## config.mk

```make
export PLATFORM = sky130hd
export DESIGN_NAME = psk_tx_symbol_shaper
export DESIGN_NICKNAME = d
export VERILOG_FILES = /design/src/rtl/psk_tx_symbol_shaper.sv
export SDC_FILE = /design/constraint.sdc
export NUM_CORES = 1
export LEC_CHECK = 0
export ABC_CLOCK_PERIOD_IN_PS = 6600
export CAP_MARGIN = 20
export CORE_MARGIN = 1
export CORE_UTILIZATION = 27
export DETAILED_ROUTE_END_ITERATION = 16
export DONT_BUFFER_PORTS = 1
export MAX_ROUTING_LAYER = met4
export PLACE_DENSITY = 0.46
export SLEW_MARGIN = 20
export SYNTH_ARGS = -nofsm -noshare
export SYNTH_HDL_FRONTEND = slang
export SYNTH_SLANG_ARGS = --single-unit
```

## constraint.sdc

```tcl
create_clock -name clk_32M768 -period 6.6 [get_ports clk_32M768]
set_input_delay 0 -clock clk_32M768 [delete_from_list [all_inputs] [get_ports clk_32M768]]
set_output_delay 0 -clock clk_32M768 [all_outputs]
set_load 0.005 [all_outputs]
```

## src/rtl/psk_tx_symbol_shaper.sv

```systemverilog
// rtl/psk_tx_symbol_shaper.sv - bit stream to 16-sample-per-symbol I/Q PSK baseband
// Held-level BPSK/QPSK symbols with linear transitions of RAMP samples between levels.
module psk_tx_symbol_shaper #(
  parameter int WIDTH   = 16,
  parameter int SPS     = 16,
  parameter int RAMP    = 8,
  parameter int AMP     = 8192,
  parameter int DIFF_EN = 0
) (
  input  logic                    clk_32M768,
  input  logic                    rst_n,
  input  logic                    en,
  input  logic                    mode,
  input  logic [1:0]              bits_in,
  input  logic                    bits_valid,
  output logic                    bits_ready,
  output logic signed [WIDTH-1:0] I_out,
  output logic signed [WIDTH-1:0] Q_out,
  output logic                    sym_strobe,
  output logic                    underrun
);

  localparam int CW = (SPS > 1) ? $clog2(SPS) : 1;
  localparam int LR = $clog2(RAMP);
  localparam int PW = WIDTH + 1 + LR;
  localparam logic [CW-1:0] LAST = CW'(SPS - 1);
  localparam logic [CW-1:0] KSAT = CW'(RAMP - 1);
  localparam logic signed [WIDTH-1:0] LVL_P = WIDTH'(AMP);
  localparam logic signed [WIDTH-1:0] LVL_N = -LVL_P;

  logic [CW-1:0]           cnt;
  logic signed [WIDTH-1:0] cur_i, cur_q, prev_i, prev_q;
  logic signed [WIDTH-1:0] map_i, map_q;
  logic                    b_last, b_bit;

  assign bits_ready = en & (cnt == LAST);

  // Interpolate prev -> cur; the product is wide enough that the weight RAMP cannot overflow.
  function automatic logic signed [WIDTH-1:0] shape(
    input logic signed [WIDTH-1:0] p,
    input logic signed [WIDTH-1:0] c,
    input logic [CW-1:0]           k
  );
    logic signed [PW-1:0] d, f, prod, res;
    d = PW'(c) - PW'(p);
    if (k >= KSAT) f = PW'(RAMP);
    else           f = PW'(k) + PW'(1);
    prod = d * f;
    res  = (prod >>> LR) + PW'(p);
    return res[WIDTH-1:0];
  endfunction

  always_comb begin
    b_bit = (DIFF_EN != 0) ? (bits_in[0] ^ b_last) : bits_in[0];
    map_i = '0;
    map_q = '0;
    if (mode) begin
      map_i = bits_in[1] ? LVL_N : LVL_P;
      map_q = bits_in[0] ? LVL_N : LVL_P;
    end else begin
      map_i = b_bit ? LVL_N : LVL_P;
    end
  end

  always_ff @(posedge clk_32M768 or negedge rst_n) begin
    if (!rst_n) begin
      cnt        <= LAST;
      cur_i      <= '0;
      cur_q      <= '0;
      prev_i     <= '0;
      prev_q     <= '0;
      b_last     <= 1'b0;
      I_out      <= '0;
      Q_out      <= '0;
      sym_strobe <= 1'b0;
      underrun   <= 1'b0;
    end else if (!en) begin
      cnt        <= LAST;
      cur_i      <= '0;
      cur_q      <= '0;
      prev_i     <= '0;
      prev_q     <= '0;
      I_out      <= '0;
      Q_out      <= '0;
      sym_strobe <= 1'b0;
      underrun   <= 1'b0;
    end else begin
      I_out      <= shape(prev_i, cur_i, cnt);
      Q_out      <= shape(prev_q, cur_q, cnt);
      sym_strobe <= (cnt == '0);
      underrun   <= 1'b0;
      if (cnt == LAST) begin
        cnt      <= '0;
        prev_i   <= cur_i;
        prev_q   <= cur_q;
        underrun <= ~bits_valid;
        if (bits_valid) begin
          cur_i <= map_i;
          cur_q <= map_q;
          if (!mode) b_last <= b_bit;
        end else begin
          cur_i <= '0;
          cur_q <= '0;
        end
      end else begin
        cnt <= cnt + 1'b1;
      end
    end
  end

endmodule

```

==> flow_results.xml <==
<?xml version="1.0" encoding="UTF-8"?>
<metrics>
  <group name="run_status">
    <metric name="status" unit="">finished, final reports clean</metric>
  </group>
  <group name="min_path">
    <metric name="min_path_type" unit="">input port to register</metric>
    <metric name="hold_path.startpoint" unit="">bits_in[0]</metric>
  </group>
  <group name="die">
    <metric name="die_area" unit="sq um">8030</metric>
    <metric name="io-pin-count" unit="">42</metric>
    <metric name="core" unit="sq um">7330</metric>
    <metric name="die_h" unit="um">89.6</metric>
    <metric name="die_x" unit="um">89.6</metric>
    <metric name="floorplan.rows" unit="">31</metric>
    <metric name="floorplan.initialDensity" unit="%">28.3</metric>
  </group>
  <group name="final_layout">
    <metric name="finish.cell_count_without_fillers" unit="">303</metric>
    <metric name="insertedDiodeCount" unit="">0</metric>
    <metric name="layout.nets" unit="">252</metric>
    <metric name="finalCoreUtilization" unit="%">30.5</metric>
    <metric name="syn_to_layout_area_delta" unit="%">7.97</metric>
    <metric name="layout.cells.most_common_list" unit="">sky130_fd_sc_hd__ha_1 (28), sky130_fd_sc_hd__dfrtp_1 (22), sky130_fd_sc_hd__conb_1 (22)</metric>
    <metric name="layout.filler_cells" unit="">772</metric>
    <metric name="mostFrequentLayoutCell" unit="">sky130_fd_sc_hd__ha_1</metric>
    <metric name="final_layout_size_suffix_gt1_share" unit="%">9.80</metric>
  </group>
  <group name="timing">
    <metric name="final-max-slew-violation-count" unit="">0</metric>
    <metric name="worst_clock_skew" unit="ps">3.93</metric>
    <metric name="grt_setup_unrepaired" unit="">false</metric>
    <metric name="max_slew.worst_pin.slew" unit="ps">655</metric>
    <metric name="final_count_of_negative_setup_slack_endpoints" unit="">0</metric>
    <metric name="worst_slew_margin_rel" unit="%">56.2</metric>
    <metric name="hold_violations" unit="">0</metric>
    <metric name="min_period_over_period" unit="%">75.6</metric>
    <metric name="tns" unit="ps">0</metric>
    <metric name="max_freq" unit="MHz">201</metric>
    <metric name="setup_slack" unit="ps">1610</metric>
    <metric name="hold-worst-slack" unit="ps">33.7</metric>
    <metric name="timing.final.crit_period" unit="ps">4990</metric>
  </group>
  <group name="worst_setup_path">
    <metric name="rr_startpoint" unit="">cnt[0]$_DFF_PN1_</metric>
    <metric name="critical_path.max_fanout" unit="">7</metric>
    <metric name="cpMostUsedCell" unit="">sky130_fd_sc_hd__ha_1</metric>
    <metric name="worstSetupEndpointType" unit="">register</metric>
    <metric name="worst_path_dominant_cell_family" unit="">adder cells</metric>
    <metric name="setup.worst_path.start" unit="">cnt[0]$_DFF_PN1_</metric>
    <metric name="critical_setup_path_class" unit="">register to register</metric>
    <metric name="critical_path.n_buffers_inverters" unit="">1</metric>
    <metric name="worstSetupStartpointType" unit="">register</metric>
    <metric name="worst_path_largest_cell_delay" unit="ps">610</metric>
    <metric name="cpMaxStageDelayCell" unit="">sky130_fd_sc_hd__dfstp_2</metric>
    <metric name="required" unit="ps">6810</metric>
    <metric name="timing.critical_path.cells" unit="">ha_1 &gt; and2_4 &gt; nor2_1 &gt; nand2_1 &gt; nand2_1 &gt; fa_1 &gt; fa_1 &gt; inv_1 &gt; ha_1 &gt; ha_1 &gt; ha_1 &gt; ha_1 &gt; fa_1 &gt; xnor2_1 &gt; xnor2_1 &gt; xnor2_1 &gt; mux2i_1</metric>
    <metric name="worst_ep_arrival_time" unit="ps">5190</metric>
  </group>
  <group name="global_routing">
    <metric name="overflow" unit="">0</metric>
    <metric name="grt_pass1_wl" unit="um">6620</metric>
    <metric name="global_route.usage.total" unit="%">11.4</metric>
    <metric name="grt_max_degree" unit="">27</metric>
    <metric name="grt_pass1_vias" unit="">1318</metric>
    <metric name="number_of_antenna_violations_at_the_first_check_in_global_routing" unit="">0</metric>
  </group>
  <group name="detailed_routing">
    <metric name="post-route-drc-count" unit="">0</metric>
    <metric name="dr.first_iter.drc_count" unit="">46</metric>
    <metric name="wl" unit="um">3840</metric>
    <metric name="detail-route-antenna-nets" unit="">0</metric>
    <metric name="drt_pass1_iterations" unit="">4</metric>
    <metric name="total_number_of_vias" unit="">1277</metric>
    <metric name="wire_per_inst" unit="um">12.7</metric>
    <metric name="vias_per_cell" unit="">4.21</metric>
  </group>
  <group name="clocking">
    <metric name="clkSinkCount" unit="">26</metric>
    <metric name="clk_latency" unit="ps">280</metric>
    <metric name="tritoncts_clock_tree" unit="">yes</metric>
    <metric name="cts_root_buf" unit="">sky130_fd_sc_hd__clkbuf_8</metric>
    <metric name="h-tree-depth" unit="">1</metric>
    <metric name="cts_bufs_inserted" unit="">3</metric>
    <metric name="cts_max_path_buffers" unit="">2</metric>
    <metric name="register_clock_pin_slew_on_the_reported_worst_setup_and_hold_paths" unit="ps">100</metric>
  </group>
  <group name="yosys">
    <metric name="synth_area" unit="sq um">2070</metric>
    <metric name="yosysWarnings" unit="">0</metric>
    <metric name="synth.top_cell.area_share" unit="%">26.6</metric>
    <metric name="synth_top_area_cell" unit="">sky130_fd_sc_hd__dfrtp_1</metric>
    <metric name="syn_inst" unit="">198</metric>
    <metric name="synthesis.area_per_instance" unit="sq um">10.5</metric>
    <metric name="postSynthRegisterBits" unit="">26</metric>
    <metric name="synth_cell_type_count" unit="">33</metric>
    <metric name="sequential_element_share_of_the_synthesized_area" unit="%">31.6</metric>
    <metric name="ys_top_cells_by_area" unit="">sky130_fd_sc_hd__dfrtp_1 (27%), sky130_fd_sc_hd__ha_1 (17%), sky130_fd_sc_hd__fa_1 (12%)</metric>
  </group>
  <group name="job">
    <metric name="max_cap_violations" unit="">0</metric>
  </group>
  <group name="power_and_ir_drop">
    <metric name="power.static_leakage" unit="nW">1.09</metric>
    <metric name="ir_drop" unit="mV">0.132</metric>
    <metric name="p_per_area" unit="nW/um^2">287</metric>
  </group>
  <group name="placement">
    <metric name="finalWeightedCongestion" unit="">0.806</metric>
    <metric name="portBuffers" unit="">0</metric>
    <metric name="detailedPlacementHpwl" unit="um">2840</metric>
    <metric name="post-place-cells" unit="">293</metric>
    <metric name="dpl_worst_slack" unit="ps">1660</metric>
  </group>
</metrics>
-- synth_stat cells (all sizes together) --
cell,instances
a21bo,1
a21boi,1
a21o,2
a21oi,3
a22o,5
a32o,2
and2,12
and2b,1
and3,1
and4bb,1
buf,23
clkbuf,1
conb,2
dfrtp,22
dfstp,4
fa,12
ha,28
inv,15
mux2,1
mux2i,2
nand2,16
nand3,6
nand4,1
nand4b,1
nor2,11
nor3,3
or2,4
or3,2
xnor2,15
-- logic make-up after synthesis --
group           after synthesis  share of synthesized area (%)
fa+ha+maj                    40                           28.5
flops                        26                           31.6
mux                           3                           1.51
other cells                   2                          0.362
xor+xnor                     15                           6.34
compound gates               14                           5.62
simple gates                 59                           14.9
buf+inv                      39                           11.2
-- flip-flops by register name, summed over array words and instances (netlist names) --
register and count:
I_out 6, Q_out 6, prev_q 2, underrun 1, prev_i 2, sym_strobe 1
cur_q 2, cur_i 2, cnt 4
-- layout make-up --
class	count	area (sq um)	area share [%]
multi-input combinational	153	1260	56.3
sequential	26	656	29.3
tap	99	124	5.54
timing repair buffer	6	70.1	3.13
inverter	15	56.3	2.52
clock buffer	3	41.3	1.85
clock inverter	1	30.0	1.34
-- routing by layer --
metal  track usage [%]  up-vias  routed length (um)
met5                 -        -                   0
met4              2.16        0                  27
met3              1.92        2                 122
met2              18.6       26                1780
met1              15.1      627                1910
li1                  -      622                   -
-- worst reg2reg max path: cells and delay by family, from the launching register on --
kind,cells,cell delay [ps]
xor+xnor,3,540
fa+ha+maj,8,2940
buf+inv,1,40
flops,1,610
mux,1,210
simple gates,4,570
-- through the flow --
stage,instance area (sq um),total power [mW]
floorplan,2150,0.451
global placement,2100,0.505
detailed placement,2100,0.503
CTS,2240,0.655
global route,2240,0.703
finish,2240,0.642
-- timing repair --
action                                  CTS  global route
hold buffers                              6             0
endpoints found under the setup margin    0             0
buffers inserted                          0             0
hold endpoints to repair                 48             0
resized for setup                         0             0
-- power by group --
group	internal, mW	switching, mW	total, mW
Combinational	0.116	0.154	0.270
Clock	0.0812	0.0549	0.136
Sequential	0.197	0.0381	0.235
-- worst paths after layout --
path / end / slack, ps / depth (start not counted)
setup reg to reg: I_out[15]$_DFF_PN0_ / 1610 / 17
hold / removal: cur_i[14]$_DFFE_PN0P_ / 30 / 2
setup / recovery: I_out[15]$_DFF_PN0_ / 1610 / 17
max in group asynchronous: cnt[2]$_DFF_PN1_ / 6230 / 2
hold reg to reg: cur_q[13]$_DFFE_PN0P_ / 530 / 1
min in group asynchronous: I_out[14]$_DFF_PN0_ / 140 / 2
(Power assumes the default switching activity.)
